File: config.mk
export PLATFORM = sky130hd
export DESIGN_NAME = pu_alu_seq
export DESIGN_NICKNAME = d
export VERILOG_FILES = /design/src/rtl/pu_alu_seq.sv
export SDC_FILE = /design/constraint.sdc
export NUM_CORES = 1
export LEC_CHECK = 0
export BUFFER_PORTS_ARGS = -buffer_cell sky130_fd_sc_hd__buf_2
export CORE_ASPECT_RATIO = 0.9
export CORE_MARGIN = 2
export CORE_UTILIZATION = 55
export DETAILED_ROUTE_END_ITERATION = 16
export GPL_TIMING_DRIVEN = 0
export PLACE_DENSITY = 0.88
export SETUP_SLACK_MARGIN = 0.2
export SYNTH_ARGS = -nofsm -noshare
export SYNTH_HDL_FRONTEND = slang
export SYNTH_SLANG_ARGS = --single-unit
File: constraint.sdc
create_clock -name clk -period 6.15 [get_ports clk]
set_input_delay 0.3075 -clock clk [delete_from_list [all_inputs] [get_ports clk]]
set_output_delay 0.3075 -clock clk [all_outputs]
set_load 0.03 [all_outputs]
File: src/rtl/pu_alu_seq.sv
// pu_alu_seq: job sequencer for the PU post-processing ALU.
//
// Accepts one descriptor per cfg_valid/cfg_ready handshake. It loads the ALU
// shift register, streams N obuf reads through the ALU and writes each result
// back starting at a second base address.
//
// Ports
//   clk, reset          clock, asynchronous active-high reset
//   cfg_*               job descriptor (fn, imm, rshift, 8bit, num, rd/wr base)
//   cfg_ready           descriptor accepted while high (IDLE only)
//   stall               holds off new reads; in-flight elements still complete
//   obuf_rd_req/addr    read strobe/address, data returns one cycle later
//   alu_*               ALU function, immediate, mode and shift-register load
//   obuf_wr_en/addr     write strobe/address, data is alu_out in that cycle
//   busy, done          not-IDLE flag and one-cycle end-of-job pulse
//
// state  | meaning
// -------+--------------------------------------------------------------
// IDLE   | waiting for a descriptor, cfg_ready high
// LOAD   | one cycle, pulses the ALU shift-register load
// ISSUE  | one read per unstalled cycle until N reads are issued
// DRAIN  | no reads, waiting for the last write to leave the ALU pipe
// DONE   | one cycle, done pulse
module pu_alu_seq #(
   parameter int FN_WIDTH   = 3,
   parameter int IMM_WIDTH  = 16,
   parameter int ADDR_WIDTH = 16,
   parameter int NUM_WIDTH  = 16
) (
   input  logic                  clk,
   input  logic                  reset,
   input  logic                  cfg_valid,
   output logic                  cfg_ready,
   input  logic [FN_WIDTH-1:0]   cfg_fn,
   input  logic [IMM_WIDTH-1:0]  cfg_imm,
   input  logic [IMM_WIDTH-1:0]  cfg_rshift,
   input  logic                  cfg_8bit,
   input  logic [NUM_WIDTH-1:0]  cfg_num,
   input  logic [ADDR_WIDTH-1:0] cfg_rd_base,
   input  logic [ADDR_WIDTH-1:0] cfg_wr_base,
   input  logic                  stall,
   output logic                  obuf_rd_req,
   output logic [ADDR_WIDTH-1:0] obuf_rd_addr,
   output logic                  alu_fn_valid,
   output logic [FN_WIDTH-1:0]   alu_fn,
   output logic [IMM_WIDTH-1:0]  alu_imm,
   output logic                  alu_choose_8bit,
   output logic                  alu_cfg_rs_num_v,
   output logic [IMM_WIDTH-1:0]  alu_rshift_num,
   output logic                  obuf_wr_en,
   output logic [ADDR_WIDTH-1:0] obuf_wr_addr,
   output logic                  busy,
   output logic                  done
);

   localparam int CW = NUM_WIDTH + 1;

   typedef enum logic [2:0] {
      S_IDLE  = 3'd0,
      S_LOAD  = 3'd1,
      S_ISSUE = 3'd2,
      S_DRAIN = 3'd3,
      S_DONE  = 3'd4
   } state_t;

   state_t state, state_nxt;

   logic [FN_WIDTH-1:0]   fn_q;
   logic [IMM_WIDTH-1:0]  imm_q;
   logic [IMM_WIDTH-1:0]  rshift_q;
   logic                  b8_q;
   logic [NUM_WIDTH-1:0]  num_q;
   logic [ADDR_WIDTH-1:0] rd_base_q;
   logic [ADDR_WIDTH-1:0] wr_base_q;
   logic [NUM_WIDTH-1:0]  rd_cnt;
   logic [NUM_WIDTH-1:0]  wr_cnt;
   logic                  fn_valid_q;
   logic                  pipe_q;
   logic                  wr_en_q;

   logic accept;
   logic rd_req;
   logic last_rd;
   logic last_wr;

   assign accept = (state == S_IDLE) && cfg_valid;
   assign rd_req = (state == S_ISSUE) && !stall;

   // Compares run one bit wider so N = 2^NUM_WIDTH-1 cannot overflow.
   assign last_rd = rd_req && (({1'b0, rd_cnt} + CW'(1)) == {1'b0, num_q});
   // True in the cycle of the Nth write, so DONE follows it directly.
   assign last_wr = (({1'b0, wr_cnt} + CW'(wr_en_q)) == {1'b0, num_q});

   always_ff @(posedge clk or posedge reset) begin
      if (reset) begin
         state <= S_IDLE;
      end else begin
         state <= state_nxt;
      end
   end

   always_comb begin
      state_nxt = state;
      case (state)
         S_IDLE:  if (cfg_valid) state_nxt = S_LOAD;
         S_LOAD:  state_nxt = (num_q == '0) ? S_DONE : S_ISSUE;
         S_ISSUE: if (last_rd) state_nxt = S_DRAIN;
         S_DRAIN: if (last_wr) state_nxt = S_DONE;
         S_DONE:  state_nxt = S_IDLE;
         default: state_nxt = S_IDLE;
      endcase
   end

   always_ff @(posedge clk or posedge reset) begin
      if (reset) begin
         fn_q      <= '0;
         imm_q     <= '0;
         rshift_q  <= '0;
         b8_q      <= 1'b0;
         num_q     <= '0;
         rd_base_q <= '0;
         wr_base_q <= '0;
      end else if (accept) begin
         fn_q      <= cfg_fn;
         imm_q     <= cfg_imm;
         rshift_q  <= cfg_rshift;
         b8_q      <= cfg_8bit;
         num_q     <= cfg_num;
         rd_base_q <= cfg_rd_base;
         wr_base_q <= cfg_wr_base;
      end
   end

   always_ff @(posedge clk or posedge reset) begin
      if (reset) begin
         rd_cnt <= '0;
         wr_cnt <= '0;
      end else if (accept) begin
         rd_cnt <= '0;
         wr_cnt <= '0;
      end else begin
         if (rd_req)  rd_cnt <= rd_cnt + NUM_WIDTH'(1);
         if (wr_en_q) wr_cnt <= wr_cnt + NUM_WIDTH'(1);
      end
   end

   // Read -> fn_valid (data return) -> ALU fn reg -> ALU output reg = write.
   always_ff @(posedge clk or posedge reset) begin
      if (reset) begin
         fn_valid_q <= 1'b0;
         pipe_q     <= 1'b0;
         wr_en_q    <= 1'b0;
      end else begin
         fn_valid_q <= rd_req;
         pipe_q     <= fn_valid_q;
         wr_en_q    <= pipe_q;
      end
   end

   assign cfg_ready        = (state == S_IDLE);
   assign busy             = (state != S_IDLE);
   assign done             = (state == S_DONE);
   assign alu_cfg_rs_num_v = (state == S_LOAD);
   assign alu_rshift_num   = rshift_q;
   assign alu_fn           = fn_q;
   assign alu_imm          = imm_q;
   assign alu_choose_8bit  = b8_q;
   assign alu_fn_valid     = fn_valid_q;
   assign obuf_rd_req      = rd_req;
   assign obuf_rd_addr     = rd_base_q + ADDR_WIDTH'(rd_cnt);
   assign obuf_wr_en       = wr_en_q;
   assign obuf_wr_addr     = wr_base_q + ADDR_WIDTH'(wr_cnt);

endmodule

==> results.ini, run 1 <==
[route]
ant_nets=0
met3WireLength_mm=1.27
top_layer=met4
drt-pass1-iter-count=5
wl_met2_mm=8.48
routedWlPerCell_um=16.6
viasPerCell=5.74
drt-met1-wl_mm=7.62
drt_iter0_drc=445
routed_wl_mm=17.7
vias=6112
drc=0

[clock_tree]
clock-sinks=122
path_clk_slew_ps=60
cts_tree=built
cts.path.max_buffers=2
clock_latency_ps=430
numCtsBuffers=17
post_cts_buffers=0
root_buffer=clkbuf_16
h-tree-depth=4

[finish]
num_antenna_cells=0
final_core_util=0.698
final_layout_size_suffix_gt1_frac=0.342
area_delta_synth_final_pct=22.9
final_common_cell=buf_2
fin_cells=1065
final_cell_mix=buf_2 (171), dfrtp_1 (122), mux2_2 (80), xnor2_1 (51), nor2_1 (47)
nNetsFinal=1012

[sta]
setup_viol=0
drv_slew=0
skew_ps=9.54
maxSlewHeadroom=0.406
worst_slew_pin_slew_ps=869
period_needed_ps=3890
max_freq_mhz=257
setup_tns_ps=0
min_period_over_period=0.633
fin_ws_ps=2260
rsz0062_at_grt=no
final-hold-violation-count=0

[pwr]
p_total_mw=4.87
ir_drop_v=0.000350
power_density_nw_per_um2=546
p_leak_nw=4.14

[global_routing]
grt_usage=0.260
grt_overflow=0
grt_pass1_vias=6124
antenna_found_initial=0
grt_start_max_net_pins=80
grt_pass1_wl_mm=29.6

[worst_setup_path]
crit_start=rd_cnt[0]
worstPathCellList=ha_1 > inv_1 > fa_1 > nor2b_1 > o21ai_0 > a21oi_1 > o211ai_1 > a31oi_1 > nand4_1 > o311ai_0 > buf_2
reg2reg_from=state[1]
cp_num_buf_inv=2
critical_path.startpoint_type=flip-flop
critPathCaptureType=output port
crit_family=compound AO/OA/AOI/OAI gates
crit_path_max_fanout=7
required_ps=5840
crit_arrival_ps=3580
slowest_delay_ps=500
cp_slowest_cell=dfrtp_1
criticalPathCategory=reg -> out

[hold_path]
min_path_type=in -> reg
min_from=cfg_num[12]

[logic_synthesis]
ys_warn_count=0
ys.flop_type=dfrtp_1
postSynthCellCount=705
synth_edf_count=0
synthesis.area_um2=7260
yosysSeqAreaShare=0.421
ys_types=60
syn_nets=829
async_flop_share=1.00
ys_seq_elements=122
synth.avg_cell_area_um2=10.3

[placed_design]
placed_cells_incl_taps=1032
port_buffers=162
dp_hpwl_mm=12.7
gp_congestion=0.888
pre_cts_slack_ps=3050

[die]
ios=163
core_area_um2=12800
dieArea_um2=14100
die_x_um=125
rows=39
initial_core_util=0.568
fp.dieH_um=113

[status]
outcome=finished, final reports clean

[flow_run]
drv_cap=0

[cell families after synthesis]
logic type / share of synthesized area
compound gates: 0.111
xor+xnor: 0.0941
fa+ha+maj: 0.0641
buf+inv: 0.0296
flops: 0.421
mux: 0.125
simple gates: 0.155
[per-layer routing]
metal	GRT usage	vias up
met5	0	-
met4	0.0904	0
met3	0.0780	30
met2	0.429	239
met1	0.329	2935
li1	-	2908
[synth_stat cells, types with 6 or more instances]
cell type  number  area share
a21oi_1        25       0.017
a31oi_1         9      0.0078
and3_1          7      0.0060
buf_2           9      0.0062
clkbuf_1       16      0.0083
dfrtp_1       122        0.42
ha_1           34       0.059
inv_1          23       0.012
mux2_2         80        0.12
nand2_1        45       0.023
nand2b_1        6      0.0052
nand3_1        23       0.016
nand4_1         9      0.0078
nor2_1         47       0.024
nor3_1         22       0.015
nor4_1          8      0.0069
o21a_1          7      0.0072
o21ai_0        40       0.028
o31ai_1        10       0.010
or3_1          12       0.010
xnor2_1        51       0.062
xor2_1         27       0.033
[per-stage QoR]
| stage | cell area, µm² | hold WS [ps] |
|---|---|---|
| after floorplan | 7260 | 331 |
| after global placement | 8270 | 334 |
| after detailed placement | 8310 | 349 |
| after CTS | 8920 | 84.1 |
| after global routing | 8920 | 93.1 |
| final | 8920 | 93.6 |
[flip-flops by register name (all words and copies together), names as in the netlist]
register and count:
alu_rshift_num 16, alu_choose_8bit 1, alu_imm 16, state 3, wr_base_q 16, pipe_q 1
wr_cnt 16, obuf_wr_en 1, rd_cnt 16, alu_fn 3, num_q 16, alu_fn_valid 1
rd_base_q 16
[power by group]
part	switching [mW]	internal [mW]	leakage (nW)
Clock	0.400	0.616	0.294
Sequential	0.275	1.13	1.51
Combinational	1.49	0.961	2.33
Total	2.17	2.70	4.14
[layout make-up]
type                    instances  area, µm²
plain buffers                  29        129
clock buffers                  18        439
clock inverters                14        163
fillers                       962       3870
inverters                      23       91.3
multi-input cells             531       3990
flip-flops and latches        122       3050
well taps                     164        205
repair buffers                164        848
[worst reg2reg max path, stage by stage (launching register included)]
cell and delay (ps):
dfrtp_1 430, nor3_1 360, and2_1 240, clkbuf_1 570, clkbuf_1 510, clkbuf_1 420
nor2_1 120
[worst paths after layout]
check                                         end  slack (ps)  cells past startpoint
worst min-delay path                    num_q[12]          90                      3
min in group asynchronous       alu_rshift_num[9]         450                      3
max in group asynchronous               wr_cnt[5]        4950                      4
worst max register to register          wr_cnt[8]        3360                      6
worst max-delay path             obuf_rd_addr[14]        2260                     11
worst min register to register         obuf_wr_en         360                      0
[timing repair]
item,CTS,global route
resized for setup,0,0
endpoints found under the hold margin,43,0
hold buffers,1,0
setup endpoints to repair,0,0
(Power assumes the default switching activity.)
==> inputs of run 2 (changes only) <==
ABC_AREA = 1   (was unset)
clock period = 3.9 ns   (was 6.15 ns; I/O delays follow)
==> results.ini, run 2 <==
[status]
outcome=finished, final reports clean

[sta]
max_freq_mhz=317
skew_ps=9.69
maxSlewHeadroom=0.549
drv_slew=0
timing.hold.ws_ps=5.31
period_needed_ps=3160
rsz0062_at_grt=no
setup_viol=0
fin_ws_ps=744
final-hold-violation-count=0
setup_tns_ps=0
worst_slew_pin_slew_ps=676
min_period_over_period=0.809

[logic_synthesis]
synthesis.area_um2=7360
synth.avg_cell_area_um2=7.42
ys_types=40
yosys.area.top_type_share=0.415
yosys.area.top_type=dfrtp_1
ys_warn_count=0
ys_seq_elements=122
synth_edf_count=0
yosysSeqAreaShare=0.415
syn_nets=1116
yosysMostFrequentCell=nand2_1
yosys-top-cells-count=nand2_1 (383), dfrtp_1 (122), inv_1 (87), nand3_1 (56), nor2_1 (56)
async_flop_share=1.00
yosys-top-cells-area=dfrtp_1 (41%), nand2_1 (20%), ha_1 (5.8%)
postSynthCellCount=992
ys.flop_type=dfrtp_1

[worst_setup_path]
critPathCaptureType=output port
reg2reg_from=state[2]
criticalPathCategory=reg -> out
cp_slowest_cell=dfrtp_1
crit_start=wr_cnt[0]
critical_path.startpoint_type=flip-flop
worstPathCellList=ha_1 > inv_1 > fa_1 > nand3b_1 > nand2_1 > inv_1 > o21a_1 > o21ai_1 > a21boi_0 > o21ai_1 > xor2_1 > buf_2
crit_path_max_fanout=5
crit_arrival_ps=2960
required_ps=3700
slowest_delay_ps=440

[hold_path]
min_path_type=in -> reg
min_from=cfg_num[12]

[route]
routed_wl_mm=22.0
drt_iter0_drc=722
viasPerCell=5.45
routedWlPerCell_um=15.4
ant_nets=0
vias=7796
drt-pass1-iter-count=5
drc=0

[placed_design]
placed_cells_incl_taps=1323
place_area_um2=8420
port_buffers=162
gp_congestion=0.903
pre_cts_slack_ps=1230
dp_hpwl_mm=14.8

[finish]
regArea_um2=3050
final_cell_mix=nand2_1 (383), buf_2 (165), dfrtp_1 (122), inv_1 (86), dlygate4sd3_1 (76)
fin_cells=1431
area_delta_synth_final_pct=32.4
stdcell_area_um2=9750
final_common_cell=nand2_1
final_layout_size_suffix_gt1_frac=0.179
fillerInstances=981
multi_input_area_um2=3860
nNetsFinal=1374
final_core_util=0.738
num_antenna_cells=0

[die]
dieArea_um2=14300
initial_core_util=0.557
fp.dieH_um=114
ios=163
rows=40
die_x_um=126
core_area_um2=13200

[global_routing]
grt_overflow=0
grt_pass1_wl_mm=36.2
grt_usage=0.317
grt_start_max_net_pins=77
antenna_found_initial=0
grt_pass1_vias=7722

[pwr]
p_leak_nw=5.14
power_density_nw_per_um2=809
p_total_mw=7.89
ir_drop_v=0.000644

[clock_tree]
path_clk_slew_ps=60
h-tree-depth=4
cts.path.max_buffers=2
clock_latency_ps=430
cts_tree=built
numCtsBuffers=17
clock-sinks=122
root_buffer=clkbuf_16

[flow_run]
drv_cap=0

==> run 2: cell count changes after synthesis, moves of 12 or more <==
cell / before / now
nand2_1: 45 / 383
nand3_1: 23 / 56
or3_1: 12 / 0
mux2_2: 80 / 0
a21oi_1: 25 / 41
xnor2_1: 51 / 17
inv_1: 23 / 87
nor3_1: 22 / 10
==> run 2: cell families (layout without fill, tap and decap cells) <==
| kind of cell | Yosys count | after routing | share of synthesized area |
|---|---|---|---|
| flip-flops | 122 | 122 | 0.415 |
| AO/OA/AOI/OAI | 123 | 123 | 0.0918 |
| adder cells (fa/ha/maj) | 36 | 36 | 0.0632 |
| XOR/XNOR | 50 | 50 | 0.0613 |
| AND/OR/NAND/NOR | 545 | 545 | 0.308 |
| buffers and inverters | 116 | 387 | 0.0607 |
==> run 2: path summary, 6_finish.rpt <==
check / slack, ps / endpoint / cells past startpoint
min in group asynchronous: 360 / alu_imm[6] / 3
hold / removal: 5 / num_q[12] / 3
setup reg to reg: 1660 / num_q[1] / 9
max in group asynchronous: 2840 / num_q[15] / 4
setup / recovery: 740 / obuf_wr_addr[12] / 12
hold reg to reg: 360 / obuf_wr_en / 0
==> run 2: final cells by class <==
type / instances / share of cell area
sequential: 122 / 0.313
multi-input combinational: 754 / 0.396
tap: 168 / 0.0216
clock buffer: 18 / 0.0440
timing repair buffer: 239 / 0.164
inverter: 91 / 0.0356
buffer: 25 / 0.0108
clock inverter: 14 / 0.0143
==> run 2: per-layer routing <==
layer	vias up	track usage	wire length, µm
li1	3719	-	-
met1	3662	0.395	9170
met2	366	0.535	10600
met3	49	0.0755	1660
met4	0	0.129	625
met5	-	0	0
==> run 2: worst max-delay path: cells and delay by family (launching register included) <==
family	cells	cell delay (ps)
buffers and inverters	3	320
xor gates and xnor gates	1	140
adders and majority gates	2	590
AOI/OAI and AO/OA	4	750
and+or+nand+nor	2	300
DFF	1	440
==> run 2: report_power, final <==
part / total, mW / internal (mW) / switching, mW
Combinational: 4.09 / 1.31 / 2.79
Clock: 1.53 / 0.891 / 0.640
Sequential: 2.26 / 1.78 / 0.481
Total: 7.89 / 3.97 / 3.91
==> run 2: what timing repair did <==
action / in CTS / in global routing
gates resized for setup: 0 / 0
buffers inserted: 0 / 0
hold endpoints to repair: 120 / 1
hold buffers: 75 / 1
